===== config.mk =====
export PLATFORM = sky130hd
export DESIGN_NAME = rv32_mem_arbiter
export DESIGN_NICKNAME = d
export VERILOG_FILES = /design/src/rtl/rv32_bus_pkg.sv /design/src/rtl/rv32_starve_cnt.sv /design/src/rtl/rv32_mem_arbiter.sv
export SDC_FILE = /design/constraint.sdc
export NUM_CORES = 1
export LEC_CHECK = 0
export ABC_AREA = 1
export BUFFER_PORTS_ARGS = -buffer_cell sky130_fd_sc_hd__buf_2
export CAP_MARGIN = 10
export CORE_AREA = 2 2 105 107
export CTS_BUF_LIST = sky130_fd_sc_hd__clkbuf_4
export DETAILED_ROUTE_END_ITERATION = 8
export DIE_AREA = 0 0 107 109
export PLACE_DENSITY = 0.48
export SLEW_MARGIN = 20
export SYNTH_ARGS = -nofsm -noshare
export SYNTH_HDL_FRONTEND = slang
export SYNTH_SLANG_ARGS = --single-unit

===== constraint.sdc =====
create_clock -name clk_i -period 3.1 [get_ports clk_i]
set_clock_uncertainty 0.15 [all_clocks]
set_input_delay 0.31 -clock clk_i [delete_from_list [all_inputs] [get_ports clk_i]]
set_output_delay 0.31 -clock clk_i [all_outputs]
set_load 0.02 [all_outputs]

===== src/rtl/rv32_bus_pkg.sv =====
// rtl/rv32_bus_pkg.sv - shared types and defaults for the rv32 memory arbiter
package rv32_bus_pkg;

  localparam int unsigned MEM_WORDS_DEFAULT = 32;
  localparam int unsigned MAX_WAIT_DEFAULT  = 4;
  localparam int unsigned ADDR_W            = 32;
  localparam int unsigned DATA_W            = 32;

  // Who owns the memory response arriving in the current cycle.
  typedef enum logic [2:0] {
    OWN_NONE    = 3'd0,
    OWN_IF      = 3'd1,
    OWN_DATA_RD = 3'd2,
    OWN_DATA_WR = 3'd3,
    OWN_ERR_IF  = 3'd4,
    OWN_ERR_D   = 3'd5
  } owner_t;

endpackage


===== src/rtl/rv32_starve_cnt.sv =====
// rtl/rv32_starve_cnt.sv - saturating count of consecutive denied fetch cycles
module rv32_starve_cnt
  import rv32_bus_pkg::*;
#(
  parameter int unsigned MAX_WAIT = MAX_WAIT_DEFAULT
) (
  input  logic clk_i,
  input  logic rst_i,
  input  logic req,
  input  logic gnt,
  output logic expired
);

  localparam logic [3:0] MAX_CNT = 4'(MAX_WAIT);

  logic [3:0] wait_cnt;

  always_ff @(posedge clk_i or posedge rst_i) begin
    if (rst_i) begin
      wait_cnt <= '0;
    end else if (!req || gnt) begin
      wait_cnt <= '0;
    end else if (wait_cnt != MAX_CNT) begin
      wait_cnt <= wait_cnt + 4'd1;
    end
  end

  assign expired = (wait_cnt == MAX_CNT);

endmodule


===== src/rtl/rv32_mem_arbiter.sv =====
// rtl/rv32_mem_arbiter.sv - shares one single-port word memory between fetch and load/store
module rv32_mem_arbiter
  import rv32_bus_pkg::*;
#(
  parameter int unsigned MEM_WORDS = MEM_WORDS_DEFAULT,
  parameter int unsigned MAX_WAIT  = MAX_WAIT_DEFAULT
) (
  input  logic              clk_i,
  input  logic              rst_i,
  input  logic              if_req_i,
  input  logic [ADDR_W-1:0] if_addr_i,
  output logic              if_gnt_o,
  output logic              if_rvalid_o,
  output logic [DATA_W-1:0] if_rdata_o,
  output logic              if_err_o,
  input  logic              d_req_i,
  input  logic              d_we_i,
  input  logic [ADDR_W-1:0] d_addr_i,
  input  logic [DATA_W-1:0] d_wdata_i,
  output logic              d_gnt_o,
  output logic              d_rvalid_o,
  output logic [DATA_W-1:0] d_rdata_o,
  output logic              d_err_o,
  output logic              mem_en_o,
  output logic              mem_we_o,
  output logic [ADDR_W-1:0] mem_addr_o,
  output logic [DATA_W-1:0] mem_wdata_o,
  input  logic [DATA_W-1:0] mem_rdata_i
);

  localparam logic [ADDR_W-1:0] MEM_LIMIT = ADDR_W'(MEM_WORDS);

  logic   if_gnt;
  logic   d_gnt;
  logic   if_expired;
  logic   if_in_range;
  logic   d_in_range;
  owner_t owner;
  owner_t owner_d;
  logic   err_store;

  assign if_in_range = (if_addr_i < MEM_LIMIT);
  assign d_in_range  = (d_addr_i < MEM_LIMIT);

  rv32_starve_cnt #(
    .MAX_WAIT (MAX_WAIT)
  ) u_starve_cnt (
    .clk_i   (clk_i),
    .rst_i   (rst_i),
    .req     (if_req_i),
    .gnt     (if_gnt),
    .expired (if_expired)
  );

  // Data wins unless fetch has waited long enough; reset masks every grant.
  always_comb begin
    if_gnt = 1'b0;
    d_gnt  = 1'b0;
    if (!rst_i) begin
      if (if_req_i && if_expired) begin
        if_gnt = 1'b1;
      end else if (d_req_i) begin
        d_gnt = 1'b1;
      end else if (if_req_i) begin
        if_gnt = 1'b1;
      end
    end
  end

  assign if_gnt_o = if_gnt;
  assign d_gnt_o  = d_gnt;

  always_comb begin
    mem_en_o    = 1'b0;
    mem_we_o    = 1'b0;
    mem_addr_o  = '0;
    mem_wdata_o = '0;
    if (d_gnt) begin
      mem_en_o    = d_in_range;
      mem_we_o    = d_in_range & d_we_i;
      mem_addr_o  = d_addr_i;
      mem_wdata_o = d_wdata_i;
    end else if (if_gnt) begin
      mem_en_o    = if_in_range;
      mem_addr_o  = if_addr_i;
    end
  end

  always_comb begin
    owner_d = OWN_NONE;
    if (d_gnt) begin
      if (!d_in_range) begin
        owner_d = OWN_ERR_D;
      end else if (d_we_i) begin
        owner_d = OWN_DATA_WR;
      end else begin
        owner_d = OWN_DATA_RD;
      end
    end else if (if_gnt) begin
      owner_d = if_in_range ? OWN_IF : OWN_ERR_IF;
    end
  end

  // err_store separates an out-of-range store (error only) from a load (rvalid + error).
  always_ff @(posedge clk_i or posedge rst_i) begin
    if (rst_i) begin
      owner     <= OWN_NONE;
      err_store <= 1'b0;
    end else begin
      owner     <= owner_d;
      err_store <= d_gnt & d_we_i;
    end
  end

  always_comb begin
    if_rvalid_o = 1'b0;
    if_err_o    = 1'b0;
    if_rdata_o  = '0;
    d_rvalid_o  = 1'b0;
    d_err_o     = 1'b0;
    d_rdata_o   = '0;
    if (!rst_i) begin
      unique case (owner)
        OWN_IF: begin
          if_rvalid_o = 1'b1;
          if_rdata_o  = mem_rdata_i;
        end
        OWN_ERR_IF: begin
          if_rvalid_o = 1'b1;
          if_err_o    = 1'b1;
        end
        OWN_DATA_RD: begin
          d_rvalid_o = 1'b1;
          d_rdata_o  = mem_rdata_i;
        end
        OWN_ERR_D: begin
          d_rvalid_o = ~err_store;
          d_err_o    = 1'b1;
        end
        default: begin
        end
      endcase
    end
  end

endmodule


Yosys cells after proc, flatten, opt, wreduce, memory -nomap -nowiden. Index checks and enable logic that the tools add are counted.

Add/subtract/negate cells: 1. Magnitude comparators: 2. Equality and inequality tests: 6. Muxes and demuxes: 32. Bitwise logic cells: 3. Reductions and logical operators: 5.

Operators by type and width (count): 2-to-1 mux 32 bit (7); less-than comparator 32 x 6 -> 1 bit (second input constant) (2); 2-to-1 mux 1 bit (18); 2-to-1 mux 3 bit (4); 2-to-1 mux 4 bit (2); equality test 3 bit (second input constant) (2); adder 4 x 1 -> 4 bit (second input constant) (1); equality test 4 x 3 -> 1 bit (second input constant) (1); inequality test 4 x 3 -> 1 bit (second input constant) (1); equality test 3 x 1 -> 1 bit (second input constant) (1); equality test 3 x 2 -> 1 bit (second input constant) (1); bitwise AND 1 bit (2); one-hot mux 1 bit (2 select lines) (1); nonzero test 2 bit (1); OR reduction 2 bit (1); logical AND 1 bit (1); logical NOT 1 bit (1); logical OR 1 bit (1); inverter 1 bit (1).

Bits in registers: 8. Input bits: 133. Output and inout port bits: 136. Word-level logic and storage cells: 52.

Logic depth before layout (Yosys ltp).
Depth in word-level cells: 6. Depth in mapped cells: 9. Mapped depth without buffers: 8.

Modules after synthesis. From an unflattened synthesis, not the netlist that was laid out.

Cells, all modules: 369. Area total of the unflattened synthesis: 1704.1 um2.

By module, submodules not included: rv32_mem_arbiter (times used 1, cells each 337, area each 1450.1 um2, sequential area each 100.1 um2); rv32_starve_cnt (times used 1, cells each 32, area each 254.0 um2, sequential area each 100.1 um2).

Least setup slack after synthesis. Ideal clock, no wire load.

Path type: flip-flop to output port. Start point: reg u_starve_cnt.wait_cnt[0]. End point: out mem_we_o. Arrival time: 1434 ps. Setup slack: 1206 ps. Cell stages (with the launch flop): 9. Buffers on the path: 1. Cells stage by stage: dfrtp_1 -> inv_1 -> ha_1 -> nand4_2 -> nand2_4 -> inv_4 -> buf_6 -> nand2_1 -> nor2_1.

Word-level cells in the longest chain between the ends: 5.

Ends and longest elaborated chain: start, declared (RTL line rv32_starve_cnt.sv:16) `logic [3:0] wait_cnt;`; start signal, assigned (RTL line rv32_starve_cnt.sv:24) `wait_cnt <= wait_cnt + 4'd1;`; equality test 4 x 3 -> 1 bit (RTL line rv32_starve_cnt.sv:28) `assign expired = (wait_cnt == MAX_CNT);`; logical AND 1 bit (RTL line rv32_mem_arbiter.sv:60) `if (if_req_i && if_expired) begin`; 2-to-1 mux 1 bit (RTL line rv32_mem_arbiter.sv:60); 2-to-1 mux 1 bit (RTL line rv32_mem_arbiter.sv:59) `if (!rst_i) begin`; named net d_gnt_o (RTL line rv32_mem_arbiter.sv:20) `output logic d_gnt_o,`; 2-to-1 mux 1 bit (RTL line rv32_mem_arbiter.sv:78) `if (d_gnt) begin`; end, declared (RTL line rv32_mem_arbiter.sv:25) `output logic mem_we_o,`.

The timed path passes the listed nets, and every way through them passes these cells.

Final worst setup path.
Start point: in rst_i. End point: out mem_addr_o[6].

Word-level cells in the longest chain between the ends: 3. Elaborated cells on any way between the ends: 4. Classes of those cells: mux: 4.

Ends and longest elaborated chain: start, declared (RTL line rv32_mem_arbiter.sv:9) `input logic rst_i,`; 2-to-1 mux 1 bit (RTL line rv32_mem_arbiter.sv:59); 2-to-1 mux 32 bit (RTL line rv32_mem_arbiter.sv:83) `end else if (if_gnt) begin`; 2-to-1 mux 32 bit * (RTL line rv32_mem_arbiter.sv:78); end, declared (RTL line rv32_mem_arbiter.sv:26) `output logic [ADDR_W-1:0] mem_addr_o,`.

Every way passes the cells marked *; elsewhere a longest branch is shown, timed or not.

==> results.tsv <==
stage	metric	value	unit
run_status	status	completed	
synth	ys_seq_area_share	11.7	%
finish	syn2layout_area_growth	84.6	%
timing	finalWorstSetupSlack	0.472	ns
drt	vias	2921	
power_and_ir_drop	sw_frac_of_total	46.6	%
clock_network	path_clk_slew	0.05	ns
timing	fin_crit_sh	84.8	%
synth	yosys_warnings	0	
floorplanning	ioPinCount	269	
floorplanning	die_area	11700	um^2
floorplanning	die_h	109	um
clock_network	clock-sinks	8	
power_and_ir_drop	p_comb_share	66.3	%
power_and_ir_drop	leakagePower	2.31	nW
synth	syn_nets	467	
power_and_ir_drop	pwr_density_cell	183	nW/um^2
global_route	antenna_found_initial	2	
global_route	grt_max_degree	38	
clock_network	numCtsBuffers	3	
drt	ant_nets	0	
synth	synth.cell_area	1710	um^2
clock_network	clockBufferDepth	2	
drt	remaining_drc_errors	0	
drt	post_drt_wl_per_cell	11.3	um
setup_path	worstSetupStartpointType	input port	
timing	rsz0062_at_grt	false	
setup_path	worstPathArrival	2.17	ns
power_and_ir_drop	irDropWorstVdd	0.0607	mV
setup_path	criticalPathCategory	input port to output pin	
timing	setup_tns	0	ns
global_route	grt_pass1_wl	11.7	mm
power_and_ir_drop	intPower	0.309	mW
placement	hpwl	7.36	mm
synth	syn_area_per_cell	5.16	um^2
setup_path	cp_max_fo	30	
run	cap_violations	0	
finish	fin_cells	732	
synth	ys_ff_latch	8	
drt	drt_wl_total	8.28	mm
clock_network	postCtsHoldBufs	1	
placement	dp_slack	0.800	ns
clock_network	insertion_delay	0.24	ns
synth	synthDistinctLibCells	25	
drt	dr.pass1.iters	4	
floorplanning	start_util	16.1	%
power_and_ir_drop	clock_power_share	12.8	%
clock_network	post_cts_buffers	0	
synth	syn_inst	332	
timing	fmax	381	MHz
placement	place.gp.congestion	0.795	
placement	io_buffers	268	
timing	slew_viol_final	0	
drt	viasPerCell	3.99	
placement	dp.cells	726	
clock_network	cts_tree	built	
floorplanning	die_w	107	um
timing	min_period	2.63	ns
clock_network	clockRootBuffer	clkbuf_4	
timing	hold_violations	0	
power_and_ir_drop	p_switching	0.270	mW
global_route	grt_pass1_vias	2489	
timing	relSlewSlack	64.4	%
global_route	grt.overflow.total	0	
timing	tightest_slew	0.533	ns
power_and_ir_drop	power_frac_seq	20.9	%
finish	final_common_cell	buf_2	
hold_path	hold_path_class	input port to flip-flop	
finish	nets	727	
finish	layout_common_cells	268 x buf_2, 133 x nor2_1, 87 x inv_1	
power_and_ir_drop	p_total	0.579	mW
floorplanning	rows	38	
global_route	grt_usage	12.5	%
timing	setup_viol	0	
floorplanning	core-area	10600	um^2
setup_path	end_kind	output pin	
finish	layout-drive-gt1-share	47.6	%
drt	dr.first_iter.drc_count	133	
finish	nFillCells	1221	
finish	utilization	29.8	%
setup_path	required	2.64	ns
clock_network	cts.repair.resized	0	
clock_network	cts_htree_levels	1	
through the flow:
stage | area [um^2] | hold slack (ns)
final | 3160 | 0.182
after CTS | 3160 | 0.183
after global placement | 3120 | 0.230
after global routing | 3160 | 0.188
after floorplan | 1710 | 0.143
after detailed placement | 3120 | 0.229
cell usage after synthesis, drive strengths merged:
cell,n,area [um^2]
a211oi,1,7.51
a22o,25,219
buf,16,120
dfrtp,8,200
ha,2,25.0
inv,89,337
nand2,30,130
nand3,9,45.0
nand4,2,18.8
nor2,134,510
nor3,1,5.00
o21ai,9,48.8
o22ai,2,12.5
o31ai,2,15.0
xnor2,1,8.76
xor2,1,8.76
cells by family after synthesis:
group,after synthesis,synth area share (%)
adder cells (fa/ha/maj),2,1.46
flip-flops,8,11.7
buffers and inverters,105,26.7
AO/OA/AOI/OAI,39,17.7
XOR/XNOR,2,1.02
AND/OR/NAND/NOR,176,41.4
power by group through the flow:
stage                     clock network [mW]  logic, mW  registers (mW)
after detailed placement                   0      0.387           0.123
final                                 0.0741      0.384           0.121
after global routing                  0.0878      0.421           0.122
after floorplan                            0      0.222           0.120
after CTS                             0.0780      0.389           0.121
after global placement                     0      0.385           0.122
cell type report:
type                            instances  area [um^2]  area share [%]
Timing Repair Buffer                  271         1370            43.2
Multi-Input combinational cell        219         1050            33.4
Inverter                               89          337            10.6
Sequential cell                         8          200            6.33
Tap cell                              140          175            5.54
Clock buffer                            3         22.5           0.713
Antenna cell                            2         5.00           0.158
critical path: stages:
cell           delay (ns)
dlygate4sd3_1        0.54
buf_2                0.19
nor2_1               0.20
nand2_4              0.11
inv_2                0.41
nand2_1              0.09
o21ai_0              0.11
buf_2                0.20
sequential cells by signal (all words and copies together), names as in the netlist:
register and flops:
err_store 1, owner 3, u_starve_cnt.wait_cnt 4
final timing paths:
check / from / end / slack (ns) / depth (start not counted)
max: rst_i / mem_addr_o[6] / 0.47 / 8
min: d_we_i / err_store$_DFF_PP0_ / 0.18 / 3
max reg2reg: u_starve_cnt.wait_cnt[0]$_DFFE_PP0P_ / owner[0]$_DFF_PP0_ / 1.21 / 8
min reg2reg: u_starve_cnt.wait_cnt[0]$_DFFE_PP0P_ / u_starve_cnt.wait_cnt[0]$_DFFE_PP0P_ / 0.41 / 1
max in group asynchronous: rst_i / err_store$_DFF_PP0_ / 2.04 / 3
min in group asynchronous: rst_i / owner[1]$_DFF_PP0_ / 0.52 / 3
routing by layer:
layer | part of all wire [%] | GRT usage, % | vias to the layer above
li1 | - | - | 1497
met1 | 38 | 13.7 | 1256
met2 | 51 | 24.2 | 162
met3 | 9.8 | 2.87 | 4
met4 | 0.60 | 3.06 | 2
met5 | 0.16 | 0 | -
No activity file was read; power rests on OpenSTA's default activity.
